<file path="config.mk">
export PLATFORM = sky130hd
export DESIGN_NAME = spi_slave_cmd_decoder
export DESIGN_NICKNAME = d
export VERILOG_FILES = /design/src/rtl/spi_slave_pkg.sv /design/src/rtl/spi_slave_cmd_decoder.sv
export SDC_FILE = /design/constraint.sdc
export NUM_CORES = 1
export LEC_CHECK = 0
export ABC_CLOCK_PERIOD_IN_PS = 2400
export CORE_ASPECT_RATIO = 2
export CORE_MARGIN = 3
export CORE_UTILIZATION = 50
export CTS_CLUSTER_DIAMETER = 60
export DETAILED_ROUTE_END_ITERATION = 6
export PLACE_DENSITY = 0.91
export SLEW_MARGIN = 20
export SYNTH_ARGS = -nofsm -noshare
export SYNTH_HDL_FRONTEND = slang
export SYNTH_SLANG_ARGS = --single-unit
</file>
<file path="constraint.sdc">
create_clock -name sclk -period 2.4 [get_ports sclk]
set_input_delay 0.48 -clock sclk [delete_from_list [all_inputs] [get_ports sclk]]
set_output_delay 0.48 -clock sclk [all_outputs]
set_load 0.03 [all_outputs]
</file>
<file path="src/rtl/spi_slave_pkg.sv">
// spi_slave_pkg: command constants, decoder states and command classification helpers.
package spi_slave_pkg;

    localparam logic [7:0] WR_REG_BASE = 8'h10;
    localparam logic [7:0] RD_REG_BASE = 8'h20;

    typedef enum logic [2:0] {IDLE, WR_DATA, RD_DUMMY, RD_SEND, SKIP} state_t;

    // The low two command bits carry the register address.
    function automatic logic is_wr_cmd(input logic [7:0] cmd);
        return cmd[7:2] == WR_REG_BASE[7:2];
    endfunction

    function automatic logic is_rd_cmd(input logic [7:0] cmd);
        return cmd[7:2] == RD_REG_BASE[7:2];
    endfunction

endpackage

</file>
<file path="src/rtl/spi_slave_cmd_decoder.sv">
// spi_slave_cmd_decoder: decodes SPI command bytes into register writes, delayed reads and error strobes.
module spi_slave_cmd_decoder
    import spi_slave_pkg::*;
#(
    parameter int REG_SIZE = 8
) (
    input  logic                sclk,
    input  logic                rstn,
    input  logic                cs_n,
    input  logic [7:0]          rx_data,
    input  logic                rx_valid,
    input  logic [7:0]          dummy_cycles,
    input  logic [REG_SIZE-1:0] rd_data,
    output logic [1:0]          rd_addr,
    output logic [REG_SIZE-1:0] wr_data,
    output logic [1:0]          wr_addr,
    output logic                wr_data_valid,
    output logic [REG_SIZE-1:0] tx_data,
    output logic                tx_load,
    output logic                cmd_err
);

    state_t     r_state;
    logic [1:0] r_addr_cnt;
    logic [7:0] r_dummy_cnt;

    always_ff @(posedge sclk) begin
        if (!rstn) begin
            r_state       <= IDLE;
            r_addr_cnt    <= '0;
            r_dummy_cnt   <= '0;
            rd_addr       <= '0;
            wr_addr       <= '0;
            wr_data       <= '0;
            tx_data       <= '0;
            wr_data_valid <= 1'b0;
            tx_load       <= 1'b0;
            cmd_err       <= 1'b0;
        end else begin
            wr_data_valid <= 1'b0;
            tx_load       <= 1'b0;
            cmd_err       <= 1'b0;
            // Deselect ends the frame regardless of state or a coincident byte.
            if (cs_n) begin
                r_state <= IDLE;
            end else begin
                case (r_state)
                    IDLE: if (rx_valid) begin
                        if (is_wr_cmd(rx_data)) begin
                            r_addr_cnt <= rx_data[1:0];
                            r_state    <= WR_DATA;
                        end else if (is_rd_cmd(rx_data)) begin
                            rd_addr     <= rx_data[1:0];
                            r_dummy_cnt <= dummy_cycles;
                            r_state     <= (dummy_cycles != 8'd0) ? RD_DUMMY : RD_SEND;
                        end else begin
                            cmd_err <= 1'b1;
                            r_state <= SKIP;
                        end
                    end
                    WR_DATA: if (rx_valid) begin
                        wr_data       <= REG_SIZE'(rx_data);
                        wr_addr       <= r_addr_cnt;
                        wr_data_valid <= 1'b1;
                        r_addr_cnt    <= r_addr_cnt + 2'd1;
                    end
                    RD_DUMMY: begin
                        r_dummy_cnt <= r_dummy_cnt - 8'd1;
                        if (r_dummy_cnt == 8'd1) r_state <= RD_SEND;
                    end
                    RD_SEND: begin
                        tx_data <= rd_data;
                        tx_load <= 1'b1;
                        r_state <= SKIP;
                    end
                    default: r_state <= SKIP;
                endcase
            end
        end
    end

endmodule
</file>
-- Yosys cells after proc, flatten, opt, wreduce, memory -nomap -nowiden
Index checks and enable logic that the tools add are counted.
- flip-flop bits (word level): 36
- bits of input ports: 28
- output and inout bits: 23
- word-level logic and storage cells: 60
- $add $sub $neg: 2
- equality and inequality tests: 12
- muxes and demuxes: 17
- bitwise logic cells: 6
- reduce and logical (&&, ||, !) cells: 13
- operators by type and width (kind ; count):
    $mux W8 ; 3
    $pmux W8 S2 ; 1
    $reduce_and A5 Y1 ; 3
    $mux W3 ; 4
    $ne A2 B2 Y1 const B ; 6
    $pmux W3 S3 ; 1
    $eq A8 B1 Y1 const B ; 1
    $reduce_bool A8 Y1 ; 1
    $sub A8 B1 Y8 const B ; 1
    $eq A3 B2 Y1 const B ; 2
    $eq A6 B3 Y1 const B ; 1
    $eq A6 B4 Y1 const B ; 1
    $mux W2 ; 3
    $not A1 Y1 ; 6
    $reduce_and A3 Y1 ; 2
    $reduce_or A5 Y1 ; 1
    $mux W1 ; 4
    $pmux W2 S2 ; 1
    $reduce_bool A2 Y1 ; 2
    $eq A3 B1 Y1 const B ; 1
    $logic_not A3 Y1 ; 1
    $reduce_or A3 Y1 ; 1
    $add A2 B1 Y2 const B ; 1
    $reduce_and A2 Y1 ; 1
    $reduce_or A2 Y1 ; 1

-- Depth between registers and ports, before layout
Gate-level depths: netlist of the first run.
- depth in word-level cells: 6
- gate-level depth with buffers: 6
- depth with buffers taken out: 5

-- Worst setup path before layout of the first run
Ideal clock, no wire load.
- path kind: input port to flip-flop
- start point: input port rx_data[3]
- end point: register r_dummy_cnt[7]
- setup time: 0.119 ns
- arrival: 1.558 ns
- required time: 2.281 ns
- setup slack: 0.723 ns
- stages: 4
- path buffers: 0
- cells stage by stage: nor4_4 > a31oi_4 > nand2b_4 > o221a_1
- longest elaborated chain between the ends: 3
- elaborated cells between the ends (all ways): 5
- those cells by class: 4 x eq/ne; 1 x reduce/logical
- RTL lines (what ; line ; source):
    from (decl) ; spi_slave_cmd_decoder.sv:10 ; input logic [7:0] rx_data,
    $eq A6 B4 Y1 / $eq A6 B3 Y1 (equally long branches) ; spi_slave_pkg.sv:15, spi_slave_pkg.sv:11 ;
    $ne A2 B2 Y1 (no line) ; -- ;
    $reduce_and A5 Y1 (no line) * ; -- ;
    to (signal assigned) ; spi_slave_cmd_decoder.sv:54 ; r_dummy_cnt <= dummy_cycles;
    to (signal assigned) ; spi_slave_cmd_decoder.sv:68 ; r_dummy_cnt <= r_dummy_cnt - 8'd1;
    to (decl) ; spi_slave_cmd_decoder.sv:25 ; logic [7:0] r_dummy_cnt;
Mark *: on every way between the ends. The rest lies on a longest branch, timed or not.
A chain may end at the register's enable or synchronous reset.

-- Worst setup path in the final report of the first run
- start point: input port rx_data[3]
- end point: register r_dummy_cnt[1]
Same word-level chain as after synthesis.

==> qor.yml, run 1 <==
critical_path:
  worst-path-buf-inv: 2
  cpMaxStageDelayCell: "clkdlybuf4s50_1"
  cpLargestDelayFamily: "compound AO/OA/AOI/OAI gates"
  cp.required_ps: 2550
  setup.worst_path.end_class: "flip-flop"
  start_kind: "primary input"
  crit_chain: "clkdlybuf4s50_1, nor4_4, buf_4, a31oi_4, a2111oi_0, a211oi_1"
  critPathMaxStageDelay_ps: 470
  path_max_fanout: 9
  crit_arrival_ps: 2160
  crit_type: "primary input to flip-flop"
placed_design:
  port-buffer-count: 50
  gp_congestion: 0.916
  place_worst_setup_slack_ps: 171
  place_inst: 275
  dpl.hpwl_microns: 3730
global_routing:
  grt_pass1_wl_microns: 8050
  antenna_found_initial: 0
  grt_usage: 0.254
  grt-ovfl-total: 0
  grt_pass1_vias: 1706
  grt_max_degree: 16
detailed_routing:
  routed_via_density: 5.96
  wl_met1_microns: 1740
  highest_layer: "met4"
  drt_iter0_drc: 61
  vias: 1686
  wl_per_cell_microns: 17.3
  wl_met3_microns: 214
  wirelength_microns: 4890
  firstDrtPassIters: 4
  ant_nets: 0
  drc: 0
  wl_met2_microns: 2790
synth:
  yosysUniqueCellTypes: 48
  seq_area_frac_synth: 0.410
  synth_area_sq_mm: 0.00176
  synthCells: 198
  synth-main-ff-cell: "dfxtp_1"
  syn_area_per_cell_sq_um: 8.87
  synth_edf_count: 0
  ys_ff_latch: 36
  synth_nets: 228
  synthArstFlopShare: 0
  yosysWarnings: 0
die:
  start_util: 0.538
  rows: 29
  die_area_sq_mm: 0.00430
  die_y_microns: 89.8
  ios: 51
  fp.coreArea_sq_mm: 0.00327
  die_w_microns: 47.9
clocking:
  cts_resized: 0
  cts_setup_buffers: 0
  htree_levels: 2
  cts_num_sinks: 36
  cts_tree: "yes"
  cts_max_path_buffers: 2
  clk_pin_slew_ps: 80
  cts_root_buf: "clkbuf_8"
  cts_made_buffers: 5
  clock_latency_ps: 290
  hold_buffers: 0
sta:
  setup_violations: 0
  fmax_ghz: 0.498
  fin_crit_ps: 2010
  period_share: 0.837
  fin_setup_tns_ps: 0
  finClkSkew_ps: 4.24
  slew_headroom: 0.556
  rsz0062_at_grt: "false"
  drv_slew: 0
  hold_viol: 0
  worst_slack_ps: 390
  tightest_slew_ps: 660
pwr:
  total_power_uw: 1250
  power.density_mw_per_mm2: 520
  vdd_drop_max_uv: 414
  p_leak_uw: 0.000915
run_status:
  outcome: "complete, no violations"
run:
  cap_viol_max_count: 0
final_layout:
  final_layout_size_suffix_gt1_frac: 0.111
  syn2layout_area_growth_pct: 36.8
  antennaDiodeCount: 0
  layout.cells.non_filler: 283
  fin_nets: 281
hold_path:
  hold_path.class: "flip-flop to flip-flop"
-- worst reg2reg max path, cell delays in order (launching register included) --
cell      delay, ps
dfxtp_1         660
nor3b_1         480
nand3b_1        130
buf_4           220
mux2i_1         180
nor2_1           50
-- layout by cell type, fill, tap and decap left out, drive strengths merged, types with 5 or more instances in the layout --
cell type	Yosys	routed
a21oi	17	17
o21ai	7	7
clkdlybuf4s50	0	50
clkbuf	6	5
nor2	23	23
buf	5	7
nand2	24	24
dfxtp	36	36
nand3	6	6
mux2i	12	12
-- Yosys cell counts (2+ instances only) --
master    number  area (sq um)
o31ai_1        2          15.0
and3_1         2          12.5
ha_1           2          25.0
nand4_1        4          25.0
nor2_1        23          86.3
o221a_2        2          22.5
nor2b_1        4          25.0
nor4_1         3          18.8
nand3b_1       3          22.5
a21oi_1       17          85.1
nand3_1        6          30.0
nand2b_1       2          12.5
a21o_1         2          15.0
dfxtp_1       36           721
nor3b_1        3          22.5
nand2_1       24          90.1
a211o_1        2          17.5
clkbuf_1       6          22.5
o21ai_0        7          35.0
mux2i_1       12           120
nor3_1         3          15.0
buf_2          3          15.0
nand4b_1       2          17.5
inv_1          4          15.0
-- metrics by stage --
step	hold WS [ps]	instance area (sq um)	util
after floorplan	457	1760	-
after global placement	441	2290	0.702
after detailed placement	447	2290	0.702
after CTS	458	2400	0.736
after global routing	484	2400	0.736
final	455	2400	0.736
-- final timing paths --
path	start	to	slack [ps]	cells past startpoint
max	rx_data[3]	r_dummy_cnt[1]	390	6
max reg2reg	r_state[0]	wr_data[6]	580	5
min	tx_data[5]	tx_data[5]	460	2
min reg2reg	tx_data[5]	tx_data[5]	460	2
-- power breakdown --
group          leakage (uW)  internal (uW)  total [uW]  switching (uW)
combinational      0.000571           59.7         110            50.5
clock             0.0000541            307         536             229
sequential         0.000290            600         604            4.54
-- sequential cells by signal (all words and copies together), names as in the netlist --
register,count
tx_load,1
wr_addr,2
wr_data,8
wr_data_valid,1
r_state,3
r_dummy_cnt,8
r_addr_cnt,2
cmd_err,1
rd_addr,2
tx_data,8
-- logic make-up after synthesis --
family | after synthesis | synth area share
compound gates | 45 | 0.184
fa+ha+maj | 2 | 0.0142
buf+inv | 15 | 0.0406
flops | 36 | 0.410
mux | 12 | 0.0684
simple gates | 88 | 0.283
-- layer usage --
layer  up-vias  GRT usage
li1        814          -
met1       789      0.255
met2        70      0.426
met3        13     0.0880
met4         0      0.124
met5         -          0
-- layout make-up --
cell class | instances | area [sq um]
Clock inverter | 3 | 42.5
Multi-Input combinational cell | 147 | 965
Timing Repair Buffer | 57 | 553
Fill cell | 236 | 862
Clock buffer | 5 | 68.8
Sequential cell | 36 | 721
Inverter | 4 | 15.0
Tap cell | 31 | 38.8
(Power assumes the default switching activity.)
==> run 2: changes to the inputs <==
--- a/config.mk
+++ b/config.mk
@@ -5,13 +5,13 @@
 export SDC_FILE = /design/constraint.sdc
 export NUM_CORES = 1
 export LEC_CHECK = 0
-export ABC_CLOCK_PERIOD_IN_PS = 2400
+export ABC_CLOCK_PERIOD_IN_PS = 1700
 export CORE_ASPECT_RATIO = 2
 export CORE_MARGIN = 3
-export CORE_UTILIZATION = 50
+export CORE_UTILIZATION = 42
 export CTS_CLUSTER_DIAMETER = 60
 export DETAILED_ROUTE_END_ITERATION = 6
-export PLACE_DENSITY = 0.91
+export PLACE_DENSITY = 0.82
 export SLEW_MARGIN = 20
 export SYNTH_ARGS = -nofsm -noshare
 export SYNTH_HDL_FRONTEND = slang
==> constraint.sdc (replaced) <==
create_clock -name sclk -period 1.7 [get_ports sclk]
set_input_delay 0.34 -clock sclk [delete_from_list [all_inputs] [get_ports sclk]]
set_output_delay 0.34 -clock sclk [all_outputs]
set_load 0.03 [all_outputs]
==> run 2 against run 1 <==
Net effect: first-iteration DRC count is 3.3% higher; die area grew 17%; non-clock buffer count is 18 higher; largest power group unchanged; highest routed layer unchanged; critical path depth down 5; clock skew is 2.3 ps higher.
==> qor.yml, run 2 (synthesis results as in run 1) <==
die:
  die_area_sq_mm: 0.00504  # +17%
  start_util: 0.448  # -0.0902
  die_y_microns: 97.5  # +8.5%
  die_w_microns: 51.7  # +8.0%
  rows: 32  # +10%
  ios: 51  # unchanged
  fp.coreArea_sq_mm: 0.00392  # +20%
global_routing:
  grt-ovfl-total: 0  # unchanged
  antenna_found_initial: 0  # unchanged
  grt_pass1_wl_microns: 8210  # +2.1%
  grt_usage: 0.212  # -0.0414
  grt_pass1_vias: 1786  # +4.7%
  grt_max_degree: 14  # -2
sta:
  rsz0062_at_grt: "false"
  period_share: 0.989
  fin_crit_ps: 1680
  finClkSkew_ps: 6.57  # +2.33 ps
  tightest_slew_ps: 459  # -201 ps
  setup_violations: 0  # unchanged
  hold_viol: 0  # unchanged
  slew_headroom: 0.694  # +0.138
  fmax_ghz: 0.595
  drv_slew: 0  # unchanged
clocking:
  htree_levels: 2  # unchanged
  cts_made_buffers: 5  # unchanged
  clock_latency_ps: 290  # about the same
  clk_pin_slew_ps: 80  # about the same
  cts_tree: "yes"
  cts_root_buf: "clkbuf_8"
  cts_num_sinks: 36  # unchanged
  cts_max_path_buffers: 2  # unchanged
final_layout:
  layout.cells.non_filler: 321  # +13%
  final_common_cell: "clkdlybuf4s50_1"
  layout_common_cells: "45 x clkdlybuf4s50_1, 36 x dfxtp_1, 24 x nand2_1"
  antennaDiodeCount: 0  # unchanged
  final_layout_size_suffix_gt1_frac: 0.170  # +0.0593
  syn2layout_area_growth_pct: 47.0
  nFillCells: 355  # +50%
  fin_nets: 299  # +6.4%
  top_regs: "r_dummy_cnt: 8 flops, tx_data: 8 flops, wr_data: 8 flops"
detailed_routing:
  routed_via_density: 5.62  # -5.7%
  ant_nets: 0  # unchanged
  wl_per_cell_microns: 15.8  # -8.4%
  vias: 1804  # +7.0%
  drt_iter0_drc: 63  # +3.3%
  drc: 0  # unchanged
  wirelength_microns: 5080  # +3.9%
  firstDrtPassIters: 4  # unchanged
run:
  cap_viol_max_count: 0  # unchanged
pwr:
  p_leak_uw: 0.00105  # +14%
  power_switching_uw: 396  # +39%
  switching_share: 0.237  # +0.00990
  vdd_drop_max_uv: 546  # +32%
  total_power_uw: 1670  # +34%
  p_int_uw: 1270  # +32%
  power_frac_clock: 0.383  # -0.046
  power.density_mw_per_mm2: 647  # +24%
  seq_power_share: 0.511  # +0.028
  p_comb_frac: 0.106  # +0.018
critical_path:
  crit_chain: "clkdlybuf4s50_1"
  cpMaxStageDelayCell: "clkdlybuf4s50_1"
  critPathMaxStageDelay_ps: 690  # +220 ps
  setup.worst_path.start: "rd_addr[1]"
  path_max_fanout: 2  # -7
  worst-path-buf-inv: 1  # -1
  crit_arrival_ps: 1340  # -820 ps
  cpLargestDelayFamily: "buffers and inverters"
  cp.required_ps: 1360  # -1190 ps
  start_kind: "flip-flop"
  r2r-start: "r_dummy_cnt[3]"
  crit_type: "flip-flop to primary output"
  setup.worst_path.end_class: "primary output"
hold_path:
  hold_path.class: "primary input to flip-flop"
  min_from: "rx_data[3]"
placed_design:
  gp_congestion: 0.864  # -5.7%
  dpl.hpwl_microns: 3850  # +3.0%
  port-buffer-count: 50  # unchanged
  place_inst: 310  # +13%
run_status:
  outcome: "complete, no violations"
run 2: cell count changes in the layout (fill, tap and decap cells not counted), moves of 2 or more:
cell / change
dlygate4sd2_1: +2
clkdlybuf4s50_1: -5
buf_4: +16
dlymetal6s2s_1: +3
run 2: layer usage:
layer / global-route usage / share of wire / wire length [microns] / vias up
met2: 0.380 / 0.56 / 2830 / 84
li1: - / - / - / 855
met4: 0.101 / 0.027 / 137 / 0
met1: 0.220 / 0.36 / 1830 / 850
met5: 0 / 0 / 0 / -
met3: 0.0492 / 0.056 / 286 / 15
run 2: layout make-up:
type                    count  area, sq um  area share
repair buffers             75          709       0.275
well taps                  51         63.8      0.0247
clock buffers               7         86.3      0.0334
multi-input cells         147          980       0.379
clock inverters             1         7.51     0.00291
inverters                   4         15.0     0.00581
flip-flops and latches     36          721       0.279
run 2: what timing repair did:
action | CTS | global route
buffers inserted | 3 | 0
hold buffers | 0 | 0
endpoints found under the setup margin | 1 | 12
gates resized for setup | 4 | 6
pin swaps | 2 | 2
gates cloned | 0 | 0
run 2: worst paths after layout:
kind,to,slack [ps],depth (start not counted)
min,wr_data[3],400,3
max reg2reg,r_dummy_cnt[7],70,5
min reg2reg,tx_data[6],450,2
max,rd_addr[1],20,1
run 2: power by group through the flow:
stage	clock, uW	sequential, uW	combinational [uW]
after detailed placement	0	872	174
final	640	853	178
after CTS	646	853	174
after global placement	0	872	172
after floorplan	0	870	58.3
after global routing	682	853	191
run 2: through the flow:
step / hold slack (ps) / setup WS, ps / setup TNS (ps) / utilization / instance area (sq um)
floorplan: 457 / 163 / 0 / - / 1760
global placement: 442 / -299 / -3520 / 0.622 / 2440
detailed placement: 447 / -346 / -4140 / 0.622 / 2440
CTS: 456 / 8.41 / 0 / 0.652 / 2560
global route: 452 / 5.27 / 0 / 0.658 / 2580
finish: 400 / 19.1 / 0 / 0.658 / 2580
